<file path="config.mk">
export PLATFORM = sky130hd
export DESIGN_NAME = servo_frame_scheduler
export DESIGN_NICKNAME = d
export VERILOG_FILES = /design/src/rtl/servo_pkg.sv /design/src/rtl/servo_slew_channel.sv /design/src/rtl/servo_frame_scheduler.sv
export SDC_FILE = /design/constraint.sdc
export NUM_CORES = 1
export LEC_CHECK = 0
export CAP_MARGIN = 25
export CORE_MARGIN = 2
export CORE_UTILIZATION = 43
export DETAILED_ROUTE_END_ITERATION = 8
export RECOVER_POWER = 100
export SYNTH_ARGS = -nofsm -noshare
export SYNTH_HDL_FRONTEND = slang
export SYNTH_SLANG_ARGS = --single-unit
</file>
<file path="constraint.sdc">
create_clock -name clk -period 8.5 [get_ports clk]
set_input_delay 1.7 -clock clk [delete_from_list [all_inputs] [get_ports clk]]
set_output_delay 1.7 -clock clk [all_outputs]
set_load 0.01 [all_outputs]
</file>
<file path="src/rtl/servo_pkg.sv">
// servo_pkg: shared types, FSM states and width helpers for the servo frame scheduler
//   width_t      28-bit pulse width in clock ticks
//   ch_idx_t     3-bit channel index
//   state_t      command FSM states
//   slew_step    one frame of slew limiting toward a target
//   pos_to_width position command to pulse width conversion
package servo_pkg;
  typedef logic [27:0] width_t;
  typedef logic [2:0] ch_idx_t;
  typedef enum logic {IDLE, WRITE} state_t;
  // Distances are compared instead of sums so cur+step can never wrap past the target.
  function automatic width_t slew_step(width_t cur, width_t tgt, width_t step);
    return (step == '0) ? tgt :
           (cur < tgt) ? ((tgt - cur > step) ? cur + step : tgt) :
           (cur > tgt) ? ((cur - tgt > step) ? cur - step : tgt) : cur;
  endfunction
  function automatic width_t pos_to_width(logic [7:0] pos, width_t base, width_t scale);
    return base + width_t'(pos) * scale;
  endfunction
endpackage

</file>
<file path="src/rtl/servo_slew_channel.sv">
// servo_slew_channel: one servo channel, slew-limited once per frame, with PWM compare
//   clk, rst         clock, async active-high reset
//   wr, wr_width     target write strobe and new target width
//   wrap             frame wrap strobe (counter at its last tick)
//   count            shared frame counter
//   enable_q         frame-latched output enable
//   pwm, at_target   pulse output, current width equals target
module servo_slew_channel import servo_pkg::*; #(
  parameter width_t INIT = width_t'(75_088),
  parameter width_t STEP_W = width_t'(500)
) (
  input  logic   clk,
  input  logic   rst,
  input  logic   wr,
  input  width_t wr_width,
  input  logic   wrap,
  input  width_t count,
  input  logic   enable_q,
  output logic   pwm,
  output logic   at_target
);
  width_t target, cur;
  // cur only moves on the wrap edge, so the width is constant across a whole pulse;
  // a write landing on that same edge is seen by the following frame's update.
  always_ff @(posedge clk or posedge rst)
    if (rst) begin
      target <= INIT;
      cur <= INIT;
    end else begin
      if (wr) target <= wr_width;
      if (wrap) cur <= slew_step(cur, target, STEP_W);
    end
  assign pwm = enable_q && (count < cur);
  assign at_target = cur == target;
endmodule

</file>
<file path="src/rtl/servo_frame_scheduler.sv">
// servo_frame_scheduler: frame counter, command FSM and NUM_CH slew-limited servo PWM channels
//   clk, rst                     clock, async active-high reset
//   enable                       PWM enable, latched at the frame boundary
//   cmd_valid/cmd_ready          command handshake; cmd_ch, cmd_pos carry channel and position
//   pwm                          servo pulse outputs
//   frame_start                  counter is 0
//   busy                         some channel is still ramping
//   cmd_err                      one-cycle pulse for an out-of-range channel command
module servo_frame_scheduler import servo_pkg::*; #(
  parameter int FRAME_TICKS = 1_000_000,
  parameter int NUM_CH = 5,
  parameter int MIN_PULSE = 50_000,
  parameter int POS_SCALE = 196,
  parameter int STEP = 500,
  parameter int RESET_POS = 128
) (
  input  logic              clk,
  input  logic              rst,
  input  logic              enable,
  input  logic              cmd_valid,
  output logic              cmd_ready,
  input  logic [2:0]        cmd_ch,
  input  logic [7:0]        cmd_pos,
  output logic [NUM_CH-1:0] pwm,
  output logic              frame_start,
  output logic              busy,
  output logic              cmd_err
);
  localparam width_t LAST = width_t'(FRAME_TICKS - 1);
  localparam width_t INIT = pos_to_width(8'(RESET_POS), width_t'(MIN_PULSE), width_t'(POS_SCALE));
  width_t count, wr_width;
  state_t state, state_nx;
  ch_idx_t ch_q;
  logic [7:0] pos_q;
  logic enable_q, wrap, write;
  logic [NUM_CH-1:0] at_target;
  assign wrap = count == LAST;
  always_ff @(posedge clk or posedge rst)
    if (rst) begin
      count <= '0;
      state <= IDLE;
      enable_q <= 1'b0;
      ch_q <= '0;
      pos_q <= '0;
    end else begin
      count <= wrap ? '0 : count + width_t'(1);
      state <= state_nx;
      if (wrap) enable_q <= enable;
      if (cmd_valid && cmd_ready) begin
        ch_q <= cmd_ch;
        pos_q <= cmd_pos;
      end
    end
  always_comb begin
    state_nx = state;
    cmd_ready = state == IDLE;
    write = state == WRITE;
    cmd_err = write && (int'(ch_q) >= NUM_CH);
    state_nx = write ? IDLE : (cmd_valid ? WRITE : IDLE);
  end
  assign wr_width = pos_to_width(pos_q, width_t'(MIN_PULSE), width_t'(POS_SCALE));
  assign frame_start = count == '0;
  assign busy = ~&at_target;
  for (genvar i = 0; i < NUM_CH; i++) begin : g_ch
    servo_slew_channel #(.INIT(INIT), .STEP_W(width_t'(STEP))) u_ch (
      .clk(clk),
      .rst(rst),
      .wr(write && ch_q == ch_idx_t'(i)),
      .wr_width(wr_width),
      .wrap(wrap),
      .count(count),
      .enable_q(enable_q),
      .pwm(pwm[i]),
      .at_target(at_target[i])
    );
  end
endmodule

</file>
# --- Yosys cells after proc, flatten, opt, wreduce, memory -nomap -nowiden ---
# Cells that the tools add are included.
word_totals:
  regBits: 321
  latch_bits: 0
  ramBits: 0
  rom_bits: 0
  wordCells: 124
  mem_count: 0
classes:
  addsub: 22
  mul: 1
  div: 0
  order_cmp: 26
  eq_ne: 10
  shift: 0
  n_mux: 23
  bitwise: 1
  reduce_logical: 26
op_table:
  columns: ["cell", "n"]
  rows:
  - ["28-bit 2-to-1 mux", 21]
  - ["28-bit by 9-bit greater-than comparator with 1-bit output (second input constant)", 10]
  - ["28-bit < comparator", 10]
  - ["28-bit subtractor", 10]
  - ["28-bit by 9-bit adder with 28-bit output (second input constant)", 5]
  - ["28-bit equality test", 5]
  - ["28-bit greater-than comparator", 5]
  - ["28-bit by 9-bit subtractor with 28-bit output (second input constant)", 5]
  - ["28-bit by 1-bit adder with 28-bit output (second input constant)", 1]
  - ["28-bit by 20-bit equality test with 1-bit output (second input constant)", 1]
  - ["28-bit logical NOT", 1]
  - ["16-bit by 16-bit adder with 17-bit output (first input constant)", 1]
  - ["8-bit by 6-bit multiplier with 14-bit output (second input constant)", 1]
  - ["1-bit logical AND", 12]
  - ["2-bit AND reduction", 5]
  - ["2-bit nonzero test", 5]
  - ["3-bit by 2-bit equality test with 1-bit output (second input constant)", 2]
  - ["5-bit AND reduction", 1]
  - ["3-bit by 1-bit equality test with 1-bit output (second input constant)", 1]
  - ["3-bit equality test (second input constant)", 1]
  - ["3-bit >= comparator (second input constant)", 1]
  - ["3-bit logical NOT", 1]
  - ["1-bit 2-to-1 mux", 2]
  - ["1-bit logical NOT", 1]
  - ["1-bit inverter", 1]

# --- Depth between registers and ports, before layout ---
depth:
  ltp_word: 5
  mapped_depth: 18
  mapped_depth_nobuf: 15

# --- Hierarchy ---
# Synthesis repeated with hierarchy kept, for this count alone.
unflattened:
  hier_cells: 5177
  hier_area_um2: 39754.4
modules_own_cells:
  columns: ["mod", "n_inst", "cells_per_inst", "area_each_um2", "seq_area_each_um2"]
  rows:
  - ["servo_slew_channel", 5, 983, 7415.9, 1416.4]
  - ["servo_frame_scheduler", 1, 262, 2675.1, 1026.0]

# --- Least setup slack after synthesis ---
# OpenSTA, ideal clock, no wires.
synth_timing:
  kind: "register -> output"
  from: "reg g_ch[1].u_ch.cur[4]"
  to: "out busy"
  arrival_time_ns: 3.007
  required_time_ns: 6.800
  path_slack_ns: 3.793
  stages_incl_launch_ff: 9
  n_path_buf: 2
  path_cell_list: "dfstp_2 -> clkbuf_1 -> inv_1 -> ha_1 -> clkbuf_1 -> nand4_1 -> or4_1 -> or4_1 -> or4_1"
synth_between:
  elab_chain_cells: 3
synth_lines:
  columns: ["element", "line", "rtl"]
  rows:
  - ["start, declared", "servo_slew_channel.sv:22", "width_t target, cur;"]
  - ["start signal, assigned", "servo_slew_channel.sv:31", "if (wrap) cur <= slew_step(cur, target, STEP_W);"]
  - ["28-bit equality test", "servo_slew_channel.sv:34", "assign at_target = cur == target;"]
  - ["5-bit AND reduction", "servo_frame_scheduler.sv:63", "assign busy = ~&at_target;"]
  - ["1-bit logical NOT", "servo_frame_scheduler.sv:63", null]
  - ["end, declared", "servo_frame_scheduler.sv:26", "output logic busy,"]
# Every way passes these cells.

# --- Final worst setup path ---
layout_timing:
  from: "reg g_ch[4].u_ch.cur[4]"
  to: "reg g_ch[4].u_ch.cur[27]"
layout_between:
  elab_chain_cells: 5
  word_cells_on_any_way: 14
layout_lines:
  columns: ["element", "line", "rtl"]
  rows:
  - ["start, declared", "servo_slew_channel.sv:22", null]
  - ["start signal, assigned", "servo_slew_channel.sv:31", null]
  - ["28-bit subtractor", "servo_pkg.sv:15", "(cur > tgt) ? ((cur - tgt > step) ? cur - step : tgt) : cur;"]
  - ["28-bit by 9-bit greater-than comparator with 1-bit output", "servo_pkg.sv:15", null]
  - ["28-bit 2-to-1 mux (2 in a row)", "servo_pkg.sv:15", null]
  - ["28-bit 2-to-1 mux", "servo_pkg.sv:14", "(cur < tgt) ? ((tgt - cur > step) ? cur + step : tgt) :"]
# Parallel ways exist; a longest one is shown, timed or not. The select of a mux whose other input is x is not followed.
# A chain may end at the register's enable or synchronous reset.

==> reports/qor.yml <==
outcome: "finished, violations left"
violations: "max-capacitance violations, max-slew violations"
die_height_um: 272
h-tree-depth: 2
startpoint: "g_ch[4].u_ch.cur[4]"
p_sw_share_pct: 51.1
crit_family: "simple AND/OR/NAND/NOR gates"
worst_path_max_delay_cell: "nor4_1"
async_flop_share_pct: 100
max_freq_ghz: 0.146
fin_crit_sh_pct: 80.6
worstMarginPinSlew_ps: 5050
cts_tree: "done"
rsz0062_at_grt: "false"
fin_skew_ps: 32.9
synth.distinct_cells: 110
holdCritStartpoint: "g_ch[2].u_ch.target[4]"
holdBufCountCts: 0
multiInputGateArea_um2: 22700
fillCellCount: 7274
post-route-drc-count: 0
place_ws_ps: 2840
r2r-start: "g_ch[4].u_ch.cur[4]"
dp_cells: 4941
cts_resized: 0
routed.top_layer: "met4"
required_ps: 8990
synth_warnings: 0
clock-root-buffer: "clkbuf_16"
instances_no_fill: 5004
tns_ps: 0
finalHoldViolCount: 0
synth_seq_cells: 246
ys.flop_type: "dfrtp_1"
syn_to_final_growth_pct: 6.48
core_area_um2: 71200
p_seq_share_pct: 20.0
hold-path-cell-count: 2
syn_area_per_cell_um2: 7.48
path_clk_slew_ps: 60
grt_pass1_vias: 30300
critical_path.startpoint_type: "register"
power_frac_comb_pct: 61.6
dieWidth_um: 272
io_pins: 24
cp_num_buf_inv: 2
synth_edf_count: 0
post_drt_wl_per_cell_um: 23.6
drv_cap: 4
hold_class: "register to register"
worst_slack_ps: 1650
dr.pass1.iters: 6
routed_via_density: 6.45
path_class: "register to register"
clk_latency_ps: 570
r2r_end: "g_ch[4].u_ch.cur[27]"
overflow: 0
cpPeakStageDelay_ps: 1280
fin_util_pct: 46.1
post_synth_instance_area_um2: 30800
max_slew_margin_pct: -238
wl_met2_mm: 51.6
cts_setup_buffers: 0
cp_max_fo: 12
power_density_nw_per_um2: 256
numClockSinks: 246
ir_worst_vdd_uv: 226
whs_ps: 511
layout-drive-gt1-share_pct: 6.14
syn_inst: 4123
worst_ep_arrival_time_ps: 7330
cts_buffers: 34
ant_nets: 0
final-setup-viol-count: 0
clock_power_share_pct: 18.4
dr_wl_met3_mm: 8.87
slew_violations: 192
met1_length_mm: 51.3
nNetsFinal: 4376
drt-initial-drc-count: 3465
grt_pass1_wl_mm: 183
hpwlAfterDp_mm: 89.7
antenna_found_initial: 1
dieArea_um2: 73900
r2r_cells: 14
start_util_pct: 43.3
num_vias: 32300
setup.worst_path.end_class: "register"
track_usage_pct: 31.2
path_cells: "inv_1 > ha_1 > nor2b_1 > o31a_1 > o31ai_1 > a21oi_1 > nor4_1 > xnor2_1 > nor3_1 > nand4b_1 > clkbuf_1 > nand2_1 > or4_1 > o21ai_0"
clockBufferDepth: 3
ff_latch_area_um2: 6230
rows: 98
reg2reg_slack_ps: 1650
wl_mm: 118
gp_congestion: 0.996
min_period_ps: 6850
hold-path-endpoint: "g_ch[2].u_ch.target[4]"
p_int_mw: 4.12
leakagePower_nw: 13.8
syn_nets: 4471
grt_max_degree: 101
portBuffers: 23
power.switching_mw: 4.30
synth-seq-area-share_pct: 20.2
num_antenna_cells: 0
==> worst register-to-register path: cells and delay by family, from the launching register on <==
kind / cells / cell delay [ps]
flip-flops: 1 / 640
XOR/XNOR: 1 / 320
buffers and inverters: 2 / 950
AND/OR/NAND/NOR: 6 / 2970
AO/OA/AOI/OAI: 4 / 1440
adder cells (fa/ha/maj): 1 / 450
==> cell usage after synthesis, drive strengths merged, types with 14 or more instances <==
cell type    n  area [um^2]
nand2      397         1490
o21ai      390         1960
ha         325         4070
a21oi      312         1570
nor2       284         1070
inv        257          965
dfrtp      186         4650
nor3       164          841
clkbuf     158          613
nand3      144          726
xnor2      144         1260
nand4      115          719
nor4        75          515
o21a        71          533
o211ai      61          458
dfstp       60         1580
mux2i       57          571
a21o        50          375
buf         48          285
or3         48          304
a31oi       44          275
nand2b      44          275
nor2b       43          269
xor2        41          359
and3        38          239
a211oi      36          275
o31ai       36          275
mux2        35          394
or4         34          259
o221ai      33          289
o22ai       26          163
and2        25          156
or2         25          156
o21bai      22          165
o2111ai     16          140
a211o       15          133
and4        15          131
a22oi       14          105
==> state kept, by name, summed over array words and instances, names as in the netlist <==
signal            flops
enable_q              1
state                 1
g_ch.u_ch.target     75
pos_q                 8
ch_q                  3
g_ch.u_ch.cur       130
count                28
==> cell usage in the layout (no fill, tap or decap), drive strengths merged, types with 144 or more instances in the layout <==
cell / count
nor2: 284
o21ai: 390
inv: 263
ha: 325
nor3: 164
a21oi: 312
nand2: 397
xnor2: 144
dfrtp: 186
nand3: 144
==> metal layers <==
layer	track usage, %	vias to the layer above
met1	42.4	15500
met4	15.3	0
met2	48.7	1470
li1	-	15100
met5	0	-
met3	3.95	288
==> final cells by class <==
cell class	count	area share, %
Clock buffer	48	3.03
Clock inverter	14	0.568
Inverter	260	2.98
Multi-Input combinational cell	3409	69.1
Sequential cell	246	19.0
Tap cell	950	3.62
Timing Repair Buffer	77	1.73
==> power groups by stage <==
| stage | registers (mW) | clock network [mW] | logic (mW) |
|---|---|---|---|
| final | 1.68 | 1.55 | 5.19 |
| after global routing | 1.70 | 1.63 | 5.63 |
| after CTS | 1.67 | 1.58 | 5.10 |
| after detailed placement | 1.68 | 0 | 5.09 |
| after global placement | 1.68 | 0 | 5.04 |
| after floorplan | 1.56 | 0 | 3.66 |
==> stage by stage <==
stage          cell area (um^2)  power [mW]
6_report                  32800        8.42
5_1_grt                   32800        8.96
4_1_cts                   32900        8.35
3_5_place_dp              31800        6.77
3_3_place_gp              31700        6.72
2_1_floorplan             30800        5.22
==> kinds of logic (layout without fill, tap and decap cells) <==
| logic type | after synthesis | count (layout) | synth area share, % |
|---|---|---|---|
| and+or+nand+nor | 1511 | 1511 | 24.9 |
| AOI/OAI and AO/OA | 1288 | 1288 | 26.6 |
| buffers and inverters | 468 | 399 | 6.14 |
| adders and majority gates | 333 | 333 | 13.7 |
| DFF | 246 | 246 | 20.2 |
| xor gates and xnor gates | 185 | 185 | 5.26 |
| muxes | 92 | 92 | 3.13 |
==> worst max-delay path by stage <==
stage	end	slack, ps	depth (start not counted)
global placement	busy	2940	10
CTS	busy	2210	10
detailed placement	busy	2840	10
global route	g_ch[2].u_ch.cur[25]	1310	3
floorplan	ch_q[0]	140	1
finish	g_ch[4].u_ch.cur[27]	1650	14
No activity file was read; power rests on OpenSTA's default activity.
